<file path="src/rtl/shift_sub_div_pkg.sv">
// Shared types and constants for the shift-subtract divider: FSM state enum,
// default operand width and the iteration-counter width helper.
package shift_sub_div_pkg;

  typedef enum logic [1:0] {
    IDLE = 2'd0,
    CALC = 2'd1,
    DONE = 2'd2
  } div_state_e;

  localparam int DEFAULT_WIDTH = 8;

  function automatic int cnt_width(input int w);
    return (w < 2) ? 1 : $clog2(w);
  endfunction

endpackage

</file>
<file path="src/rtl/shift_sub_div_step.sv">
// One restoring-division iteration: shift the next dividend bit into the
// partial remainder and subtract the divisor when it fits.
module shift_sub_div_step #(
  parameter int WIDTH = 8
) (
  input  logic [WIDTH:0]   rem_in,
  input  logic             dividend_bit,
  input  logic [WIDTH-1:0] divisor,
  output logic [WIDTH:0]   rem_out,
  output logic             q_bit
);

  logic [WIDTH:0] shifted;
  logic           unused_rem_msb;

  // The remainder MSB is always zero between iterations; only the low bits shift.
  assign unused_rem_msb = rem_in[WIDTH];
  assign shifted        = {rem_in[WIDTH-1:0], dividend_bit};

  always_comb begin
    rem_out = shifted;
    q_bit   = 1'b0;
    if (shifted >= {1'b0, divisor}) begin
      rem_out = shifted - {1'b0, divisor};
      q_bit   = 1'b1;
    end
  end

endmodule

</file>
<file path="src/rtl/shift_sub_divider.sv">
// Sequential restoring unsigned divider, one quotient bit per clock.
// Optional feature macro: SHIFT_SUB_DIV_ZERO_FLAG_EN (div_by_zero port, early exit).
module shift_sub_divider
  import shift_sub_div_pkg::*;
#(
  parameter int WIDTH = DEFAULT_WIDTH
) (
  input  logic             clk,
  input  logic             rst_n,
  input  logic             in_valid,
  output logic             in_ready,
  input  logic [WIDTH-1:0] dividend,
  input  logic [WIDTH-1:0] divisor,
  output logic             out_valid,
  input  logic             out_ready,
  output logic [1:0]       state_dbg,
  output logic [WIDTH-1:0] quotient,
  output logic [WIDTH-1:0] remainder
`ifdef SHIFT_SUB_DIV_ZERO_FLAG_EN
  ,
  output logic             div_by_zero
`endif
);

  localparam int CW = cnt_width(WIDTH);

  div_state_e       state_q, state_d;
  logic [WIDTH-1:0] dq_q, dq_d;
  logic [WIDTH-1:0] dvs_q, dvs_d;
  logic [WIDTH:0]   rem_q, rem_d;
  logic [CW-1:0]    cnt_q, cnt_d;
  logic [WIDTH:0]   step_rem;
  logic             step_qbit;
`ifdef SHIFT_SUB_DIV_ZERO_FLAG_EN
  logic             dz_q, dz_d;
`endif

  shift_sub_div_step #(.WIDTH(WIDTH)) u_step (
    .rem_in       (rem_q),
    .dividend_bit (dq_q[WIDTH-1]),
    .divisor      (dvs_q),
    .rem_out      (step_rem),
    .q_bit        (step_qbit)
  );

  // Handshake: a transfer happens on a rising edge where valid && ready; both
  // in_ready and out_valid decode from state only, never from inputs.
  always_comb begin
    state_d = state_q;
    dq_d    = dq_q;
    dvs_d   = dvs_q;
    rem_d   = rem_q;
    cnt_d   = cnt_q;
`ifdef SHIFT_SUB_DIV_ZERO_FLAG_EN
    dz_d    = dz_q;
`endif
    case (state_q)
      IDLE: begin
        if (in_valid) begin
          dq_d    = dividend;
          dvs_d   = divisor;
          rem_d   = '0;
          cnt_d   = CW'(WIDTH - 1);
          state_d = CALC;
`ifdef SHIFT_SUB_DIV_ZERO_FLAG_EN
          dz_d    = 1'b0;
`endif
        end
      end
      CALC: begin
        dq_d  = {dq_q[WIDTH-2:0], step_qbit};
        rem_d = step_rem;
        if (cnt_q == '0) begin
          state_d = DONE;
        end else begin
          cnt_d = cnt_q - 1'b1;
        end
`ifdef SHIFT_SUB_DIV_ZERO_FLAG_EN
        // Only the first CALC cycle can see a zero divisor, so dq_q is still the dividend.
        if (dvs_q == '0) begin
          dq_d    = '1;
          rem_d   = {1'b0, dq_q};
          dz_d    = 1'b1;
          cnt_d   = '0;
          state_d = DONE;
        end
`endif
      end
      DONE: begin
        if (out_ready) state_d = IDLE;
      end
      default: state_d = IDLE;
    endcase
  end

  always_ff @(posedge clk or negedge rst_n) begin
    if (!rst_n) begin
      state_q <= IDLE;
      dq_q    <= '0;
      dvs_q   <= '0;
      rem_q   <= '0;
      cnt_q   <= '0;
`ifdef SHIFT_SUB_DIV_ZERO_FLAG_EN
      dz_q    <= 1'b0;
`endif
    end else begin
      state_q <= state_d;
      dq_q    <= dq_d;
      dvs_q   <= dvs_d;
      rem_q   <= rem_d;
      cnt_q   <= cnt_d;
`ifdef SHIFT_SUB_DIV_ZERO_FLAG_EN
      dz_q    <= dz_d;
`endif
    end
  end

  assign in_ready  = (state_q == IDLE);
  assign out_valid = (state_q == DONE);
  assign state_dbg = state_q;
  assign quotient  = dq_q;
  assign remainder = rem_q[WIDTH-1:0];
`ifdef SHIFT_SUB_DIV_ZERO_FLAG_EN
  assign div_by_zero = dz_q;
`endif

endmodule

</file>
<file path="config.mk">
export PLATFORM = sky130hd
export DESIGN_NAME = shift_sub_divider
export DESIGN_NICKNAME = d
export VERILOG_FILES = /design/src/rtl/shift_sub_div_pkg.sv /design/src/rtl/shift_sub_div_step.sv /design/src/rtl/shift_sub_divider.sv
export SDC_FILE = /design/constraint.sdc
export NUM_CORES = 1
export LEC_CHECK = 0
export CORE_ASPECT_RATIO = 2
export CORE_MARGIN = 5
export CORE_UTILIZATION = 45
export CTS_BUF_LIST = sky130_fd_sc_hd__clkbuf_4 sky130_fd_sc_hd__clkbuf_8 sky130_fd_sc_hd__clkbuf_16
export DETAILED_ROUTE_END_ITERATION = 7
export DONT_BUFFER_PORTS = 1
export PLACE_DENSITY = 0.57
export SLEW_MARGIN = 40
export SYNTH_ARGS = -nofsm -noshare
export SYNTH_HDL_FRONTEND = slang
export SYNTH_SLANG_ARGS = --single-unit
export TNS_END_PERCENT = 100
</file>
<file path="constraint.sdc">
create_clock -name clk -period 4.9 [get_ports clk]
set_clock_uncertainty 0.15 [all_clocks]
set_input_delay 0.98 -clock clk [delete_from_list [all_inputs] [get_ports clk]]
set_output_delay 0.98 -clock clk [all_outputs]
set_load 0.005 [all_outputs]
</file>
==> results.json, run 1 <==
{
  "status": "finished, final reports clean",
  "vias_per_cell": 5.754,
  "final-setup-viol-count": 0,
  "crit_path_end_kind": "flip-flop",
  "peakVddDrop_uv": 450.7,
  "worstSetupStartpointType": "flip-flop",
  "hold_ws_ns": 0.2318,
  "register_area_um2": 725.7,
  "fin_tns_setup_ns": 0,
  "antenna_found_initial": 0,
  "rows": 32,
  "p_leak_uw": 0.0008744,
  "min_period_ns": 2.405,
  "swShare": 0.4538,
  "synth_area_per_cell_um2": 9.171,
  "r2r_setup_slack_ns": 2.49,
  "rr_startpoint": "rem_q[5]$_DFFE_PN0P_",
  "vias": 1404,
  "combPwrFrac": 0.565,
  "power_frac_clock": 0.155,
  "use_met3": 0.04733,
  "drc": 0,
  "yosysSeqAreaShare": 0.4143,
  "arrival_ns": 2.44,
  "synth_edf_count": 0,
  "grt_pass1_wl_um": 6603,
  "layout-drive-gt1-share": 0.09845,
  "grt_overflow": 0,
  "powerDensity_nw_per_um2": 893.5,
  "hold_viol_final": 0,
  "max_clock_freq_mhz": 415.8,
  "maxCapViolCount": 0,
  "antennaDiodeCount": 0,
  "core_um2": 3804,
  "async_reset_ff_frac": 1.000,
  "gp_congestion": 0.8735,
  "grt_pass1_vias": 1374,
  "slew-limit-headroom": 0.4849,
  "htreeDepth": 2,
  "syn2layout_area_growth_pct": 8.857,
  "worstMarginPinSlew_ns": 0.7693,
  "layout.nets": 223,
  "first_iter_violations": 27,
  "cts_hold_buf": 0,
  "synth_seq_cells": 29,
  "clock_sinks": 29,
  "top_usage_layer": "met2",
  "die_w_um": 54.12,
  "cts_tree": "done",
  "clk_path_buf_depth": 2,
  "grtUsageMet2": 0.2981,
  "grt_use_met1": 0.1845,
  "syn_area_um2": 1752,
  "synth_nets": 222,
  "yosys_warnings": 0,
  "post-cts-setup-buffer-count": 0,
  "grtUsageTotal": 0.1714,
  "insertion_delay_ns": 0.28,
  "r2r_cells": 6,
  "ys.flop_type": "dfrtp_1",
  "slew_viol_final": 0,
  "path_max_fanout": 14,
  "cts_buffers": 5,
  "initial_core_util": 0.4605,
  "internal-power_uw": 930.5,
  "die_h_um": 98.24,
  "cp-startpoint": "rem_q[5]$_DFFE_PN0P_",
  "num-fill-cells": 373,
  "dr.pass1.iters": 5,
  "dpl.hpwl_um": 3181,
  "min_period_over_period": 0.4909,
  "pin_count": 40,
  "synth_cells": 191,
  "io_buffers": 0,
  "wirelength_um": 4218,
  "rsz0062_at_grt": "no",
  "ant_nets": 0,
  "cts_root_buf": "clkbuf_8",
  "worstReg2RegEnd": "rem_q[7]$_DFFE_PN0P_",
  "die_area_um2": 5316,
  "worstSetupPathType": "reg -> reg",
  "cts_resized": 0,
  "avgRoutedWirePerCell_um": 17.29,
  "worstPathRequired_ns": 4.93,
  "min_path_type": "in -> async",
  "multi_input_area_um2": 918.4,
  "path_clk_slew_ns": 0.07,
  "seq_power_share": 0.280,
  "grt_max_degree": 30,
  "p_sw_uw": 773.2,
  "ys_types": 41
}
## registers in the layout (all words and copies together) (netlist names)
| name | cells |
|---|---|
| cnt_q | 3 |
| dvs_q | 8 |
| quotient | 8 |
| rem_q | 8 |
| state_dbg | 2 |
## power by group through the flow
stage               Clock [µW]  Combinational [µW]  Sequential, µW
CTS                        270                 959             482
detailed placement           0                 956             484
global placement             0                 918             480
floorplan                    0                 793             447
global route               279                1050             497
finish                     264                 963             477
## how the worst max path moves through the flow
stage / endpoint / slack (ns) / depth (start not counted)
3_5_place_dp: rem_q[7]$_DFFE_PN0P_ / 2.53 / 6
6_report: rem_q[7]$_DFFE_PN0P_ / 2.49 / 6
4_1_cts: rem_q[7]$_DFFE_PN0P_ / 2.51 / 6
5_1_grt: rem_q[7]$_DFFE_PN0P_ / 2.43 / 6
3_3_place_gp: dvs_q[0]$_DFFE_PN0P_ / 2.62 / 2
2_1_floorplan: rem_q[4]$_DFFE_PN0P_ / 2.95 / 8
## critical path: stages, from the launching register on
cell and delay (ns):
dfrtp_1 0.44, ha_1 0.44, a21oi_2 0.22, o221ai_2 0.12
a21oi_2 0.51, a2111oi_0 0.17, a221oi_1 0.26
## cell usage after synthesis (2+ instances only)
| master | instances | area, µm² |
|---|---|---|
| a2111oi_0 | 2 | 17.52 |
| a211o_1 | 2 | 17.52 |
| a21oi_1 | 7 | 35.03 |
| a21oi_2 | 4 | 35.03 |
| a311oi_1 | 2 | 17.52 |
| a32oi_1 | 3 | 26.28 |
| and3_1 | 2 | 12.51 |
| buf_2 | 2 | 10.01 |
| buf_4 | 3 | 22.52 |
| clkbuf_1 | 3 | 11.26 |
| dfrtp_1 | 29 | 725.7 |
| ha_1 | 10 | 125.1 |
| inv_1 | 17 | 63.81 |
| mux2i_1 | 10 | 100.1 |
| nand2_1 | 24 | 90.09 |
| nand2b_1 | 4 | 25.02 |
| nand3_1 | 2 | 10.01 |
| nor2_1 | 12 | 45.04 |
| nor2b_1 | 5 | 31.28 |
| nor3_1 | 3 | 15.01 |
| o21ai_0 | 17 | 85.08 |
| o21ai_1 | 6 | 30.03 |
| o311ai_1 | 2 | 17.52 |
| or2_1 | 2 | 12.51 |
| xnor2_1 | 2 | 17.52 |
## metal layers
metal  wire length, µm  up-vias
met4                88        0
met5                 0        -
met2              2378       50
met3               263        8
met1              1488      672
li1                  -      674
## stage by stage
step                      setup WS (ns)  instances  instance area [µm²]  power, µW  utilization
after CTS                         2.512        244                 1907       1711       0.5013
after detailed placement          2.534        236                 1787       1440       0.4697
final                             2.495        244                 1907       1704       0.5013
after global routing              2.435        244                 1907       1829       0.5013
after global placement            2.621        236                 1787       1397       0.4697
after floorplan                   2.946        191                 1752       1240            -
## logic make-up (layout without fill, tap and decap cells)
group,count (synthesis),count (layout),synth area share
buf+inv,25,27,0.06143
fa+ha+maj,11,11,0.08286
compound gates,52,52,0.1979
mux,11,11,0.06357
xor+xnor,2,2,0.01000
simple gates,61,61,0.1700
flops,29,29,0.4143
## area by class of cell
class                   instances  share of cell area
clock buffers                   6             0.04331
clock inverters                 2             0.01969
inverters                      17             0.03346
multi-input cells             137              0.4816
flip-flops and latches         29              0.3806
well taps                      51             0.03346
repair buffers                  2            0.007874
## placed cells by master (no fill, tap or decap), types with 2 or more instances in the layout
cell type / count
a211o_1: 2
dfrtp_1: 29
a21oi_1: 7
and3_1: 2
nand2b_1: 4
inv_1: 17
nor2_1: 12
nand3_1: 2
buf_4: 2
mux2i_1: 10
xnor2_1: 2
nor3_1: 3
or2_1: 2
a32oi_1: 3
nor2b_1: 5
o311ai_1: 2
o21ai_0: 17
o21ai_1: 6
a311oi_1: 2
nand2_1: 24
ha_1: 10
a2111oi_0: 2
a21oi_2: 4
clkbuf_8: 6
(Power assumes the default switching activity.)
==> run 2, diff against run 1 <==
--- a/config.mk
+++ b/config.mk
@@ -5,6 +5,7 @@
 export SDC_FILE = /design/constraint.sdc
 export NUM_CORES = 1
 export LEC_CHECK = 0
+export ABC_AREA = 1
 export CORE_ASPECT_RATIO = 2
 export CORE_MARGIN = 5
 export CORE_UTILIZATION = 45
==> constraint.sdc (replaced) <==
create_clock -name clk -period 2.4 [get_ports clk]
set_clock_uncertainty 0.15 [all_clocks]
set_input_delay 0.48 -clock clk [delete_from_list [all_inputs] [get_ports clk]]
set_output_delay 0.48 -clock clk [all_outputs]
set_load 0.005 [all_outputs]
==> results.json, run 2 <==
{
  "p_sw_uw": 1810,
  "final_common_cell": "nand2_1",
  "vias_per_cell": 5.171,
  "initial_core_util": 0.4582,
  "grt_overflow": 0,
  "path_max_fanout": 6,
  "pin_count": 40,
  "die_area_um2": 5631,
  "layout.nets": 270,
  "arrival_ns": 2.05,
  "grt_max_degree": 30,
  "cts_tree": "done",
  "synth_edf_count": 0,
  "first_iter_violations": 10,
  "synth_area_per_cell_um2": 8.039,
  "synth_seq_cells": 29,
  "yosysTopAreaCell": "dfrtp_1",
  "netlist.area_leader.share": 0.3874,
  "cts_root_buf": "clkbuf_8",
  "yosys-top-cells-area": "dfrtp_1 (39%), nand2_1 (11%), inv_1 (7.4%)",
  "synth_nets": 264,
  "hold_viol_final": 0,
  "vias": 1510,
  "synth_common_cells": "nand2_1 (55), inv_1 (37), dfrtp_1 (29)",
  "die_h_um": 101.2,
  "worstMarginPinSlew_ns": 0.3971,
  "peakVddDrop_uv": 885.1,
  "dr.pass1.iters": 4,
  "grt_pass1_vias": 1578,
  "ant_nets": 0,
  "worstSetupPathType": "reg -> reg",
  "rows": 33,
  "worstPathRequired_ns": 2.47,
  "yosysSeqAreaShare": 0.3874,
  "seq_power_share": 0.266,
  "powerDensity_nw_per_um2": 1773,
  "syn_area_um2": 1873,
  "drc": 0,
  "rsz0062_at_grt": "no",
  "status": "finished, final reports clean",
  "min_period_over_period": 0.8251,
  "r2r_cells": 9,
  "htreeDepth": 2,
  "core_um2": 4088,
  "layout_common_cells": "nand2_1 (55), inv_1 (37), dfrtp_1 (29), nand3_1 (26)",
  "min_path_type": "in -> reg",
  "path_clk_slew_ns": 0.06,
  "r2r_setup_slack_ns": 0.42,
  "yosysMostFrequentCell": "nand2_1",
  "gp_congestion": 0.8927,
  "insertion_delay_ns": 0.28,
  "cts_resized": 0,
  "avgRoutedWirePerCell_um": 14.26,
  "final-setup-viol-count": 0,
  "slew_viol_final": 0,
  "ys_types": 31,
  "wirelength_um": 4164,
  "grt_pass1_wl_um": 7396,
  "fin_util": 0.4986,
  "hold_depth": 1,
  "fin_tns_setup_ns": 0,
  "die_w_um": 55.62,
  "power_frac_clock": 0.108,
  "slew-limit-headroom": 0.7346,
  "antenna_found_initial": 0,
  "internal-power_uw": 1803,
  "synth_cells": 233,
  "antennaDiodeCount": 0,
  "clk_path_buf_depth": 2,
  "swShare": 0.5009,
  "crit_path_end_kind": "flip-flop",
  "cts_buffers": 5,
  "combPwrFrac": 0.626,
  "maxCapViolCount": 0,
  "dpl.hpwl_um": 3302,
  "ys.flop_type": "dfrtp_1",
  "io_buffers": 0,
  "p_leak_uw": 0.001059,
  "yosys_warnings": 0,
  "clock_sinks": 29,
  "max_clock_freq_mhz": 505.0,
  "grtUsageTotal": 0.1680,
  "async_reset_ff_frac": 1.000,
  "layout-drive-gt1-share": 0.1542,
  "min_period_ns": 1.980,
  "hold_ws_ns": 0.1360,
  "syn2layout_area_growth_pct": 8.817,
  "worstSetupStartpointType": "flip-flop"
}
-- run 2: changes by cell type in the layout (fill, tap and decap cells not counted), moves of 5 or more --
| cell | before | now |
|---|---|---|
| nor2b_1 | 5 | 0 |
| nand3_1 | 2 | 26 |
| inv_1 | 17 | 37 |
| o21ai_0 | 17 | 0 |
| mux2i_1 | 10 | 0 |
| nand4_1 | 0 | 10 |
| inv_2 | 0 | 5 |
| o21ai_2 | 0 | 8 |
| nand2_1 | 24 | 55 |
-- run 2: worst paths after layout --
path | from | endpoint
worst max-delay path | rem_q[5]$_DFFE_PN0P_ | rem_q[5]$_DFFE_PN0P_
worst min-delay path | out_ready | state_dbg[1]$_DFFE_PN0P_
worst max register to register | rem_q[5]$_DFFE_PN0P_ | rem_q[5]$_DFFE_PN0P_
worst min register to register | cnt_q[0]$_DFFE_PN0P_ | cnt_q[0]$_DFFE_PN0P_
max in group asynchronous | rst_n | rem_q[7]$_DFFE_PN0P_
min in group asynchronous | rst_n | dvs_q[1]$_DFFE_PN0P_
-- run 2: worst max-delay path: stages (launching register included) --
cell,delay (ns)
dfrtp_1,0.44
ha_1,0.40
nand2_1,0.09
nand2_1,0.09
nand2_1,0.07
nand3_1,0.08
nor2_2,0.24
buf_4,0.18
nand4_1,0.10
nand3_1,0.09
-- run 2: cells by family (layout without fill, tap and decap cells) --
logic type	count (synthesis)	in the layout	synth area share
compound gates	29	29	0.1122
xor+xnor	3	3	0.01403
fa+ha+maj	11	11	0.07749
buf+inv	50	57	0.1102
flops	29	29	0.3874
mux	1	1	0.006012
simple gates	110	110	0.2926
-- run 2: timing repair --
action | CTS | global route
endpoints found under the hold margin | 29 | 0
hold buffers | 2 | 0
buffers inserted | 0 | 0
-- run 2: final cells by class --
cell class              instances  area (µm²)
fillers                       413        2049
multi-input cells             154       940.9
flip-flops and latches         29       725.7
inverters                      44       167.7
clock buffers                   5       68.82
well taps                      52       65.06
repair buffers                  5       52.55
clock inverters                 3       17.52
-- run 2: stage by stage --
stage	total power, µW	worst slack, ns	instances	area (µm²)
final	3614	0.4197	292	2038
after global routing	4053	0.2527	292	2038
after CTS	3668	0.3864	292	2038
after detailed placement	3243	0.4109	282	1922
after global placement	3239	0.3821	282	1922
after floorplan	2779	0.6587	233	1873
-- run 2: layer usage --
metal | GRT usage | part of all wire | vias up
met5 | 0 | 0 | -
met4 | 0.07678 | 0.025 | 0
met3 | 0.03827 | 0.053 | 12
met2 | 0.3257 | 0.57 | 37
met1 | 0.1651 | 0.35 | 691
li1 | - | - | 770
-- run 2: power by group through the flow --
stage               combinational [µW]  sequential (µW)  clock (µW)
floorplan                         1880              902           0
global placement                  2270              974           0
detailed placement                2270              974           0
CTS                               2290              968         409
global route                      2630              997         430
finish                            2260              961         391
==> run 3, diff against run 2 <==
--- a/config.mk
+++ b/config.mk
@@ -12,7 +12,7 @@
 export CTS_BUF_LIST = sky130_fd_sc_hd__clkbuf_4 sky130_fd_sc_hd__clkbuf_8 sky130_fd_sc_hd__clkbuf_16
 export DETAILED_ROUTE_END_ITERATION = 7
 export DONT_BUFFER_PORTS = 1
-export PLACE_DENSITY = 0.57
+export PLACE_DENSITY = 0.59
 export SLEW_MARGIN = 40
 export SYNTH_ARGS = -nofsm -noshare
 export SYNTH_HDL_FRONTEND = slang
==> constraint.sdc (replaced) <==
create_clock -name clk -period 1.7 [get_ports clk]
set_clock_uncertainty 0.15 [all_clocks]
set_input_delay 0.34 -clock clk [delete_from_list [all_inputs] [get_ports clk]]
set_output_delay 0.34 -clock clk [all_outputs]
set_load 0.005 [all_outputs]
==> results.json, run 3 (same netlist as run 2, synthesis figures left out) <==
{
  "setup_slack_ns": -0.03292,
  "worstSetupPathType": "reg -> reg",
  "num-fill-cells": 321,
  "rsz0062_at_grt": "yes",
  "status": "complete, but fails checks",
  "insertion_delay_ns": 0.28,
  "worstSetupStartpointType": "flip-flop",
  "arrival_ns": 1.79,
  "crit_top_cell": "nand3_2",
  "min_period_ns": 1.733,
  "slowest_stage": "dfrtp_1",
  "ant_nets": 0,
  "core_um2": 4088,
  "first_iter_violations": 31,
  "die_area_um2": 5631,
  "syn2layout_area_growth_pct": 47.56,
  "worstPathRequired_ns": 1.76,
  "drc": 0,
  "die_h_um": 101.2,
  "antennaDiodeCount": 0,
  "path_clk_slew_ns": 0.06,
  "io_buffers": 0,
  "initial_core_util": 0.4582,
  "final_cell_area_um2": 2764,
  "vias_per_cell": 5.302,
  "final-setup-viol-count": 7,
  "clock_sinks": 29,
  "crit_path_end_kind": "flip-flop",
  "cts_tree": "done",
  "worstReg2RegEnd": "rem_q[7]$_DFFE_PN0P_",
  "maxCapViolCount": 0,
  "worstMarginPinSlew_ns": 0.2789,
  "avgRoutedWirePerCell_um": 15.88,
  "dr.pass1.iters": 4,
  "worstPathCellList": "ha_4 -> nand2_4 -> nor2_4 -> nand3_2 -> buf_6 -> nand4_4 -> nand3_2 -> nand3_2",
  "path_buf_inv": 1,
  "min_period_over_period": 1.019,
  "htreeDepth": 2,
  "cpPeakStageDelay_ns": 0.40,
  "violations": "negative setup slack",
  "hold_viol_final": 0,
  "grt_overflow": 0,
  "wirelength_um": 5303,
  "fin_util": 0.6762,
  "stdcell_count": 334,
  "grt_max_degree": 32,
  "antenna_found_initial": 0,
  "min_path_type": "in -> reg",
  "max_clock_freq_mhz": 577.1,
  "cts_buffers": 5,
  "layout.nets": 313,
  "final_common_cell": "buf_4",
  "vias": 1771,
  "r2r_cells": 8,
  "grtUsageTotal": 0.1835,
  "hold_depth": 1,
  "whs_endpoint": "state_dbg[1]$_DFFE_PN0P_",
  "hp-start": "out_ready",
  "dp_cells": 313,
  "dpl.hpwl_um": 3598,
  "layout-drive-gt1-share": 0.5248,
  "gp_congestion": 0.8668,
  "grt_pass1_wl_um": 8176,
  "die_w_um": 55.62,
  "r2r_setup_slack_ns": -0.03,
  "cts_root_buf": "clkbuf_8",
  "clk_path_buf_depth": 2,
  "slew-limit-headroom": 0.8141,
  "grt_pass1_vias": 1736,
  "slew_viol_final": 0,
  "path_max_fanout": 8,
  "cp_top_family": "simple AND/OR/NAND/NOR gates",
  "layout_common_cells": "buf_4 (40), nand2_1 (36), dfrtp_1 (28), inv_1 (23), nand3_2 (21)",
  "place_area_um2": 2200,
  "rr_startpoint": "rem_q[3]$_DFFE_PN0P_",
  "fin_tns_setup_ns": -0.1311,
  "rows": 33,
  "pin_count": 40
}
[run 3: changes by cell type in the layout (fill, tap and decap cells not counted), moves of 4 or more]
cell,delta
ha_4,+8
nand2_4,+7
nand3_2,+19
nand2_2,+12
nand2_1,-19
inv_2,+13
nand3_1,-20
nor2_1,-4
ha_1,-8
buf_4,+37
inv_1,-14
[run 3: per-layer routing]
layer,wire length [µm],global-route usage,vias to the layer above
li1,-,-,861
met1,1805,0.1918,848
met2,3022,0.3485,45
met3,232,0.03189,17
met4,243,0.08614,0
met5,0,0,-
[run 3: timing repair]
action,in CTS,in global routing
resized for setup,37,48
setup endpoints to repair,9,13
pin swaps,13,33
gates cloned,0,1
buffers inserted,3,8
hold buffers,2,0
hold endpoints to repair,29,0
[run 3: worst max path at each step]
stage | slack (ns) | cells after the start | endpoint | start
floorplan | 0.002 | 9 | rem_q[7]$_DFFE_PN0P_ | rem_q[3]$_DFFE_PN0P_
global placement | -0.14 | 9 | rem_q[7]$_DFFE_PN0P_ | rem_q[3]$_DFFE_PN0P_
detailed placement | -0.19 | 9 | rem_q[7]$_DFFE_PN0P_ | rem_q[3]$_DFFE_PN0P_
CTS | -0.01 | 8 | rem_q[4]$_DFFE_PN0P_ | dvs_q[0]$_DFFE_PN0P_
global route | -0.11 | 9 | rem_q[6]$_DFFE_PN0P_ | dvs_q[5]$_DFFE_PN0P_
finish | -0.03 | 8 | rem_q[7]$_DFFE_PN0P_ | rem_q[3]$_DFFE_PN0P_
[run 3: layout make-up]
| cell class | instances | area [µm²] | area share |
|---|---|---|---|
| timing repair buffer | 47 | 404.1 | 0.1462 |
| sequential | 29 | 726.9 | 0.2630 |
| clock buffer | 7 | 90.09 | 0.03259 |
| inverter | 44 | 170.2 | 0.06157 |
| multi-input combinational | 155 | 1308 | 0.4731 |
| tap | 52 | 65.06 | 0.02354 |
[run 3: through the flow]
stage / setup WS [ns] / hold WS, ns
6_report: -0.03292 / 0.01853
5_1_grt: -0.1137 / 0.009828
4_1_cts: -0.01414 / 0.01385
3_5_place_dp: -0.1914 / -0.1049
3_3_place_gp: -0.1418 / -0.1050
2_1_floorplan: 0.002137 / -0.1056
[run 3: worst register-to-register path: stages (launching register included)]
cell and delay, ns:
dfrtp_1 0.40, ha_4 0.33, nand2_4 0.06, nor2_4 0.12
nand3_2 0.11, buf_6 0.14, nand4_4 0.17, nand3_2 0.11
nand3_2 0.09
Power of run 3 is left out: the tool's default activity adds up to more than one toggle a clock period on the data nets, which glitch-free logic cannot reach.
